`src/rtl/hazard_forward_ctrl_pkg.sv`:
```
// Shared types for the hazard/forwarding controller: forward selects, pipeline slot record, FSM states.
package hazard_pkg;

    typedef enum logic [1:0] {
        FWD_RF  = 2'd0,
        FWD_MEM = 2'd1,
        FWD_WB  = 2'd2
    } fwd_sel_e;

    typedef struct packed {
        logic       valid;
        logic [4:0] rd;
        logic       we;
        logic       ld;
    } slot_t;

    typedef enum logic {
        RUN  = 1'b0,
        WAIT = 1'b1
    } state_e;

    localparam logic [4:0] REG_ZERO   = 5'd0;
    localparam slot_t      SLOT_EMPTY = '0;

endpackage

```
`src/rtl/hazard_forward_ctrl_fwd_src_select.sv`:
```
// Picks the bypass source for one EX source index from the MEM and WB slots; x0 never forwards.
module fwd_src_select
    import hazard_pkg::*;
(
    input  slot_t      mem_slot_i,
    input  slot_t      wb_slot_i,
    input  logic [4:0] src_i,
    output fwd_sel_e   sel_o
);

    logic mem_hit;
    logic wb_hit;

    // A load in MEM has no data yet, so only ALU results bypass from MEM.
    assign mem_hit = mem_slot_i.valid && mem_slot_i.we && !mem_slot_i.ld &&
                     (mem_slot_i.rd != REG_ZERO) && (mem_slot_i.rd == src_i);
    assign wb_hit  = wb_slot_i.valid && wb_slot_i.we &&
                     (wb_slot_i.rd != REG_ZERO) && (wb_slot_i.rd == src_i);

    always_comb begin
        sel_o = FWD_RF;
        if (mem_hit) begin
            sel_o = FWD_MEM;
        end else if (wb_hit) begin
            sel_o = FWD_WB;
        end
    end

endmodule

```
`src/rtl/hazard_forward_ctrl.sv`:
```
// Hazard/forwarding controller: EX/MEM/WB destination tracking, bypass selects, load-use stall and memory-wait freeze.
// Optional HAZARD_PERF_EN adds stall/bubble/freeze event counters.
module hazard_forward_ctrl
    import hazard_pkg::*;
#(
    parameter int MEM_TIMEOUT = 16,
    parameter int CNT_W       = 5
) (
    input  logic        clk,
    input  logic        rst,
    input  logic        id_valid,
    input  logic [4:0]  id_rs1,
    input  logic [4:0]  id_rs2,
    input  logic        id_use_rs1,
    input  logic        id_use_rs2,
    input  logic [4:0]  id_rd,
    input  logic        id_reg_write,
    input  logic        id_is_load,
    input  logic [4:0]  ex_rs1,
    input  logic [4:0]  ex_rs2,
    input  logic [3:0]  ex_wmask,
    input  logic        mem_ready,
    output logic        stall,
    output logic        bubble,
    output logic        freeze,
    output logic [1:0]  fwd_a,
    output logic [1:0]  fwd_b,
    output logic [1:0]  st_fwd,
    output logic        mem_err,
`ifdef HAZARD_PERF_EN
    output logic [31:0] perf_stall_cycles,
    output logic [31:0] perf_bubbles,
    output logic [31:0] perf_freeze_cycles,
`endif
    output state_e      dbg_state
);

    localparam logic [CNT_W-1:0] TIMEOUT_C = CNT_W'(MEM_TIMEOUT);

    slot_t            ex_q, mem_q, wb_q;
    slot_t            ex_d;
    state_e           state_q, state_d;
    logic [CNT_W-1:0] cnt_q, cnt_d;
    logic             mem_err_q, mem_err_d;
    logic             mwait;
    logic             load_use;
    fwd_sel_e         sel_a, sel_b, sel_st;

    fwd_src_select u_fwd_a (.mem_slot_i(mem_q), .wb_slot_i(wb_q), .src_i(ex_rs1), .sel_o(sel_a));
    fwd_src_select u_fwd_b (.mem_slot_i(mem_q), .wb_slot_i(wb_q), .src_i(ex_rs2), .sel_o(sel_b));
    fwd_src_select u_fwd_st(.mem_slot_i(mem_q), .wb_slot_i(wb_q), .src_i(ex_rs2), .sel_o(sel_st));

    assign mwait    = mem_q.valid && mem_q.ld && !mem_ready;
    assign load_use = id_valid && ex_q.valid && ex_q.ld && ex_q.we && (ex_q.rd != REG_ZERO) &&
                      ((id_use_rs1 && (id_rs1 == ex_q.rd)) || (id_use_rs2 && (id_rs2 == ex_q.rd)));

    // Freeze wins over load-use: the bubble would be lost while every slot holds.
    assign freeze    = mwait;
    assign stall     = mwait || load_use;
    assign bubble    = load_use && !mwait;
    assign fwd_a     = sel_a;
    assign fwd_b     = sel_b;
    assign st_fwd    = (ex_wmask != 4'b0000) ? sel_st : FWD_RF;
    assign mem_err   = mem_err_q;
    assign dbg_state = state_q;

    always_comb begin
        ex_d = SLOT_EMPTY;
        if (id_valid && !bubble) begin
            ex_d = '{valid: 1'b1, rd: id_rd, we: id_reg_write, ld: id_is_load};
        end
    end

    always_comb begin
        state_d   = state_q;
        cnt_d     = cnt_q;
        mem_err_d = mem_err_q;
        case (state_q)
            RUN: begin
                if (mwait) begin
                    state_d = WAIT;
                    cnt_d   = CNT_W'(1);
                end
            end
            WAIT: begin
                if (mwait) begin
                    if (cnt_q != TIMEOUT_C) cnt_d = cnt_q + CNT_W'(1);
                end else begin
                    state_d = RUN;
                    cnt_d   = '0;
                end
            end
            default: begin
                state_d = RUN;
                cnt_d   = '0;
            end
        endcase
        if (cnt_d == TIMEOUT_C) mem_err_d = 1'b1;
    end

    always_ff @(posedge clk) begin
        if (rst) begin
            ex_q      <= SLOT_EMPTY;
            mem_q     <= SLOT_EMPTY;
            wb_q      <= SLOT_EMPTY;
            state_q   <= RUN;
            cnt_q     <= '0;
            mem_err_q <= 1'b0;
        end else begin
            state_q   <= state_d;
            cnt_q     <= cnt_d;
            mem_err_q <= mem_err_d;
            if (!freeze) begin
                wb_q  <= mem_q;
                mem_q <= ex_q;
                ex_q  <= ex_d;
            end
        end
    end

`ifdef HAZARD_PERF_EN
    always_ff @(posedge clk) begin
        if (rst) begin
            perf_stall_cycles  <= '0;
            perf_bubbles       <= '0;
            perf_freeze_cycles <= '0;
        end else begin
            if (stall)  perf_stall_cycles  <= perf_stall_cycles + 32'd1;
            if (bubble) perf_bubbles       <= perf_bubbles + 32'd1;
            if (freeze) perf_freeze_cycles <= perf_freeze_cycles + 32'd1;
        end
    end
`endif

endmodule

```
`config.mk`:
```
export PLATFORM = sky130hd
export DESIGN_NAME = hazard_forward_ctrl
export DESIGN_NICKNAME = d
export VERILOG_FILES = /design/src/rtl/hazard_forward_ctrl_pkg.sv /design/src/rtl/hazard_forward_ctrl_fwd_src_select.sv /design/src/rtl/hazard_forward_ctrl.sv
export SDC_FILE = /design/constraint.sdc
export NUM_CORES = 1
export LEC_CHECK = 0
export BUFFER_PORTS_ARGS = -buffer_cell sky130_fd_sc_hd__buf_2
export CAP_MARGIN = 10
export CORE_UTILIZATION = 50
export CTS_CLUSTER_DIAMETER = 200
export DETAILED_ROUTE_END_ITERATION = 12
export GPL_TIMING_DRIVEN = 0
export PLACE_DENSITY_LB_ADDON = 0.2
export SLEW_MARGIN = 20
export SYNTH_ARGS = -nofsm -noshare
export SYNTH_HDL_FRONTEND = slang
export SYNTH_SLANG_ARGS = --single-unit
export TNS_END_PERCENT = 100
```
`constraint.sdc`:
```
create_clock -name clk -period 3.56 [get_ports clk]
set_input_delay 0.712 -clock clk [delete_from_list [all_inputs] [get_ports clk]]
set_output_delay 0.712 -clock clk [all_outputs]
set_load 0.05 [all_outputs]
```
Yosys cells after proc, flatten, opt, wreduce, memory -nomap -nowiden
Index checks and enable logic that the tools add are counted.
{"block": "classes", "n_mux": 11, "eq_ne": 8, "bitwise_logic": 1, "n_reduce_logical": 30, "addsub": 1}
{"op": "equality test 5 bit", "n": 6}
{"op": "logical AND 1 bit", "n": 20}
{"op": "two-way mux 5 bit", "n": 3}
{"op": "nonzero test 5 bit", "n": 3}
{"op": "two-way mux 2 bit", "n": 5}
{"op": "case mux 5 bit (2 select lines)", "n": 1}
{"op": "two-way mux 8 bit", "n": 1}
{"op": "adder 5 x 1 -> 5 bit, second input constant", "n": 1}
{"op": "equality test 5 bit, second input constant", "n": 1}
{"op": "!= test 5 bit, second input constant", "n": 1}
{"op": "logical NOT 1 bit", "n": 4}
{"op": "nonzero test 4 bit", "n": 1}
{"op": "logical OR 1 bit", "n": 2}
{"op": "two-way mux 1 bit", "n": 1}
{"op": "inverter 1 bit", "n": 1}
{"block": "totals", "output_inout_bits": 11, "wordCells": 65, "ff_bits": 30}

Longest topological paths before layout
{"block": "logic_depth", "ltp_word": 9, "ltp_mapped": 6}

Modules after synthesis
A second synthesis with hierarchy kept.
{"block": "unflattened", "hier_cells": 241, "area_unflattened_um2": 1979.4}
{"mod": "hazard_forward_ctrl", "cells_per_inst": 178, "area_each_um2": 1476.4, "instances": 1, "seq_area_each_um2": 620.6}
{"mod": "fwd_src_select", "cells_per_inst": 21, "area_each_um2": 167.7, "instances": 3, "seq_area_each_um2": 0.0}

Worst setup path after synthesis
OpenSTA, ideal clock, no wires.
{"block": "synth_path", "kind": "input to output", "startpoint": "in mem_ready", "endpoint": "out bubble", "cell_stages": 5, "path_slack_ns": 0.337, "required_time_ns": 2.848, "path_buffers": 2, "arrival_ns": 2.511, "path_cell_list": "nand3b_2 inv_1 buf_2 buf_2 nor3_1"}
{"block": "synth_between", "elab_chain_cells": 4}
{"element": "start: declaration", "line_no": "hazard_forward_ctrl.sv:22", "source": "input logic mem_ready,"}
{"element": "logical NOT 1 bit", "line_no": "hazard_forward_ctrl.sv:53", "source": "assign mwait = mem_q.valid && mem_q.ld && !mem_ready;"}
{"element": "logical AND 1 bit", "line_no": "hazard_forward_ctrl.sv:53"}
{"element": "named net freeze", "line_no": "hazard_forward_ctrl.sv:25", "source": "output logic freeze,"}
{"element": "logical NOT 1 bit"}
{"element": "logical AND 1 bit", "line_no": "hazard_forward_ctrl.sv:60", "source": "assign bubble = load_use && !mwait;"}
{"element": "end: declaration", "line_no": "hazard_forward_ctrl.sv:24", "source": "output logic bubble,"}
The timed path passes the listed nets, and every way through them passes these cells.

Final worst setup path
{"block": "layout_path", "startpoint": "reg mem_q[4] (netlist bit)", "endpoint": "out fwd_a[1]"}
{"block": "layout_between", "elab_chain_cells": 4, "word_cells_on_any_way": 5}
{"element": "start: declaration", "line_no": "hazard_forward_ctrl.sv:40", "source": "slot_t ex_q, mem_q, wb_q;"}
{"element": "start signal: assignment", "line_no": "hazard_forward_ctrl.sv:115", "source": "mem_q <= ex_q;"}
{"element": "nonzero test 5 bit", "line_no": "hazard_forward_ctrl_fwd_src_select.sv:16", "source": "(mem_slot_i.rd != REG_ZERO) && (mem_slot_i.rd == src_i);"}
{"element": "logical AND 1 bit", "line_no": "hazard_forward_ctrl_fwd_src_select.sv:15", "source": "assign mem_hit = mem_slot_i.valid && mem_slot_i.we && !mem_slot_i.ld &&"}
{"element": "logical AND 1 bit (*)", "line_no": "hazard_forward_ctrl_fwd_src_select.sv:16"}
{"element": "named net u_fwd_a.mem_hit", "line_no": "hazard_forward_ctrl_fwd_src_select.sv:11", "source": "logic mem_hit;"}
{"element": "two-way mux 2 bit (*)", "line_no": "hazard_forward_ctrl_fwd_src_select.sv:22", "source": "if (mem_hit) begin"}
{"element": "end: declaration", "line_no": "hazard_forward_ctrl.sv:26", "source": "output logic [1:0] fwd_a,"}
The timed path passes the listed nets; every way through them passes the cells marked *.

==> metrics.cfg <==
[sta]
whs_ns=0.453
relSlewSlack_pct=59.0
slew_violations=0
skew_ns=0.00292
tightest_slew_ns=0.615
finalSetupViolCount=0
hold_violations=0
finalSetupTns_ns=0
finalCritPeriodShare_pct=81.9
fin_crit_ns=2.92
rsz0062_at_grt=false
fmax_mhz=343

[yosys]
synth_top_area_cell=dfxtp_1
synthMuxAreaShare_pct=0
synthSimpleGateAreaFrac_pct=23.8
ys_ff_latch=30
synth_compound_area_share_pct=19.5
synthTopCellsByArea=dfxtp_1 35%, xnor2_1 10%, nand2_1 8.7%
synthAdderAreaFrac_pct=1.44
synthCells=212
synth_warnings=0
syn_nets=251
avgSynthCellArea_um2=8.17
synth_top_area_share_pct=34.7
ys.flop_type=dfxtp_1
synth_edf_count=0
seq_area_frac_synth_pct=34.7
synth_top_family_by_area=simple AND/OR/NAND/NOR gates
synth.cell_area_mm2=0.00173
synth_xor_area_share_pct=16.2
ys_types=41
async_reset_ff_share_pct=0

[placed_design]
gp_congestion=0.824
dpl.hpwl_um=2980
numPlacedInstances=305
port_buffers=47

[floorplanning]
dieArea_mm2=0.00371
num_rows=21
start_util_pct=51.9
io_pins=48
core_mm2=0.00334
fp.dieH_um=60.9
die_w_um=60.9

[drt]
drtIter0Drc=51
wl_per_cell_um=12.4
ant_nets=0
firstDrtPassIters=4
vias=1731
drc_errors=0
routed_via_density=5.53
wirelength_um=3880

[worst_setup_path]
critPathArrivalTime_ns=2.20
r2r_end=cnt_q[2]$_SDFF_PP0_
worst_setup_path_end_kind=output pin
worstSetupStartpointType=flip-flop
critPathMaxFanout=5
r2r_slack_ns=1.76
reg2reg_from=cnt_q[0]$_SDFF_PP0_
worstPathRequired_ns=2.85
worstSetupPathType=reg2out
rr_worst_depth=5

[worst_hold_path]
min_to=mem_err$_SDFFE_PP0N_
hp-class=reg2reg
min-delay-start=mem_err$_SDFFE_PP0N_
worstHoldPathCells=2

[status]
status=complete, no violations

[grt]
use_met2_pct=37.2
top_usage_layer=met2
grt_pass1_wl_um=6300
grt_start_max_net_pins=11
overflow=0
grt_pass1_vias=1413
grt_use_met3_pct=5.76
met1_usage_pct=30.5
grt_antenna_before_repair=0
grt.total_usage_pct=23.0

[cts]
cts_tree=done
h-tree-depth=2
clock-sinks=30
cts-root-buf=clkbuf_4
post_cts_buffers=0
clk_pin_slew_worst_paths_ns=0.09
cts_resized=0
clock_path_buffers=2
hold_buffers=0
insertion_delay_ns=0.32
cts_buffers=5

[power_and_ir_drop]
power.leakage_nw=0.843
ir_drop_mv=0.200
p_per_area_mw_per_mm2=326

[final_layout]
multi_input_area_mm2=0.00106
area_growth_pct=20.4
final_cell_mix=51 x buf_2, 40 x nand2_1, 30 x dfxtp_1, 20 x xnor2_1, 17 x a21oi_1
utilization_pct=62.5
seq_area_um2=601
final_common_cell=buf_2
nNetsFinal=305
fillers=333
antenna_cells=0
layout-drive-gt1-share_pct=26.2
stdcell_count=313

[flow_run]
drv_cap=0

[cell type report]
type | instances | area share [%]
repair buffers | 47 | 11.3
clock buffers | 7 | 2.64
well taps | 46 | 2.76
inverters | 6 | 1.08
flip-flops and latches | 30 | 28.8
plain buffers | 11 | 2.58
clock inverters | 1 | 0.240
multi-input cells | 165 | 50.6
[flip-flops by register name, summed over array words and instances, names as in the netlist]
register   cells
wb_q           7
mem_q          8
dbg_state      1
cnt_q          5
ex_q           8
mem_err        1
[worst max-delay path by stage]
stage,slack (ns),endpoint,cells past startpoint,from
finish,0.64,fwd_a[1],5,mem_q[4]$_SDFFE_PP0N_
global route,0.50,fwd_a[1],5,mem_q[4]$_SDFFE_PP0N_
CTS,0.64,st_fwd[1],5,mem_q[4]$_SDFFE_PP0N_
detailed placement,0.76,bubble,7,mem_ready
global placement,0.75,bubble,7,mem_ready
floorplan,0.34,bubble,5,mem_ready
[synth_stat cells, drive strengths merged, types with 2 or more instances]
cell type and instances:
nand2 40, dfxtp 30, xnor2 20, a21oi 17
o21ai 14, xor2 12, nor2 9, a32oi 7
buf 6, inv 6, nor4 6, clkbuf 5
nand3 5, nand4 3, nor3 3, o2111ai 3
or4 3, a31oi 2, ha 2, nand3b 2
or4b 2
[critical path: stages (launching register included)]
cell and delay, ns:
dfxtp_1 0.38, or4_1 0.57, o2111ai_2 0.25, nor4_1 0.12, nor4_2 0.26, buf_2 0.29
[layer usage]
| metal | wire length, µm | up-vias | part of all wire [%] |
|---|---|---|---|
| li1 | - | 875 | - |
| met1 | 1850 | 818 | 48 |
| met2 | 1850 | 33 | 48 |
| met3 | 140 | 5 | 3.6 |
| met4 | 36 | 0 | 0.93 |
| met5 | 0 | - | 0 |
[cells by family (layout without fill, tap and decap cells)]
| logic type | after synthesis | in the layout |
|---|---|---|
| buffers and inverters | 17 | 72 |
| XOR/XNOR | 32 | 32 |
| adder cells (fa/ha/maj) | 2 | 2 |
| flip-flops | 30 | 30 |
| AO/OA/AOI/OAI | 52 | 52 |
| AND/OR/NAND/NOR | 79 | 79 |
[metrics by stage]
stage / cell area (µm²) / setup slack [ns] / power (mW)
global placement: 2030 / 0.755 / 0.477
global route: 2090 / 0.498 / 0.718
CTS: 2090 / 0.643 / 0.686
floorplan: 1730 / 0.337 / 0.437
detailed placement: 2030 / 0.757 / 0.479
finish: 2090 / 0.644 / 0.680
[power breakdown]
| group | internal [mW] | total [mW] | switching (mW) |
|---|---|---|---|
| clock network | 0.0956 | 0.208 | 0.113 |
| registers | 0.351 | 0.370 | 0.0195 |
| logic | 0.0512 | 0.101 | 0.0497 |
| total | 0.498 | 0.680 | 0.182 |
No activity file was read; power rests on OpenSTA's default activity.
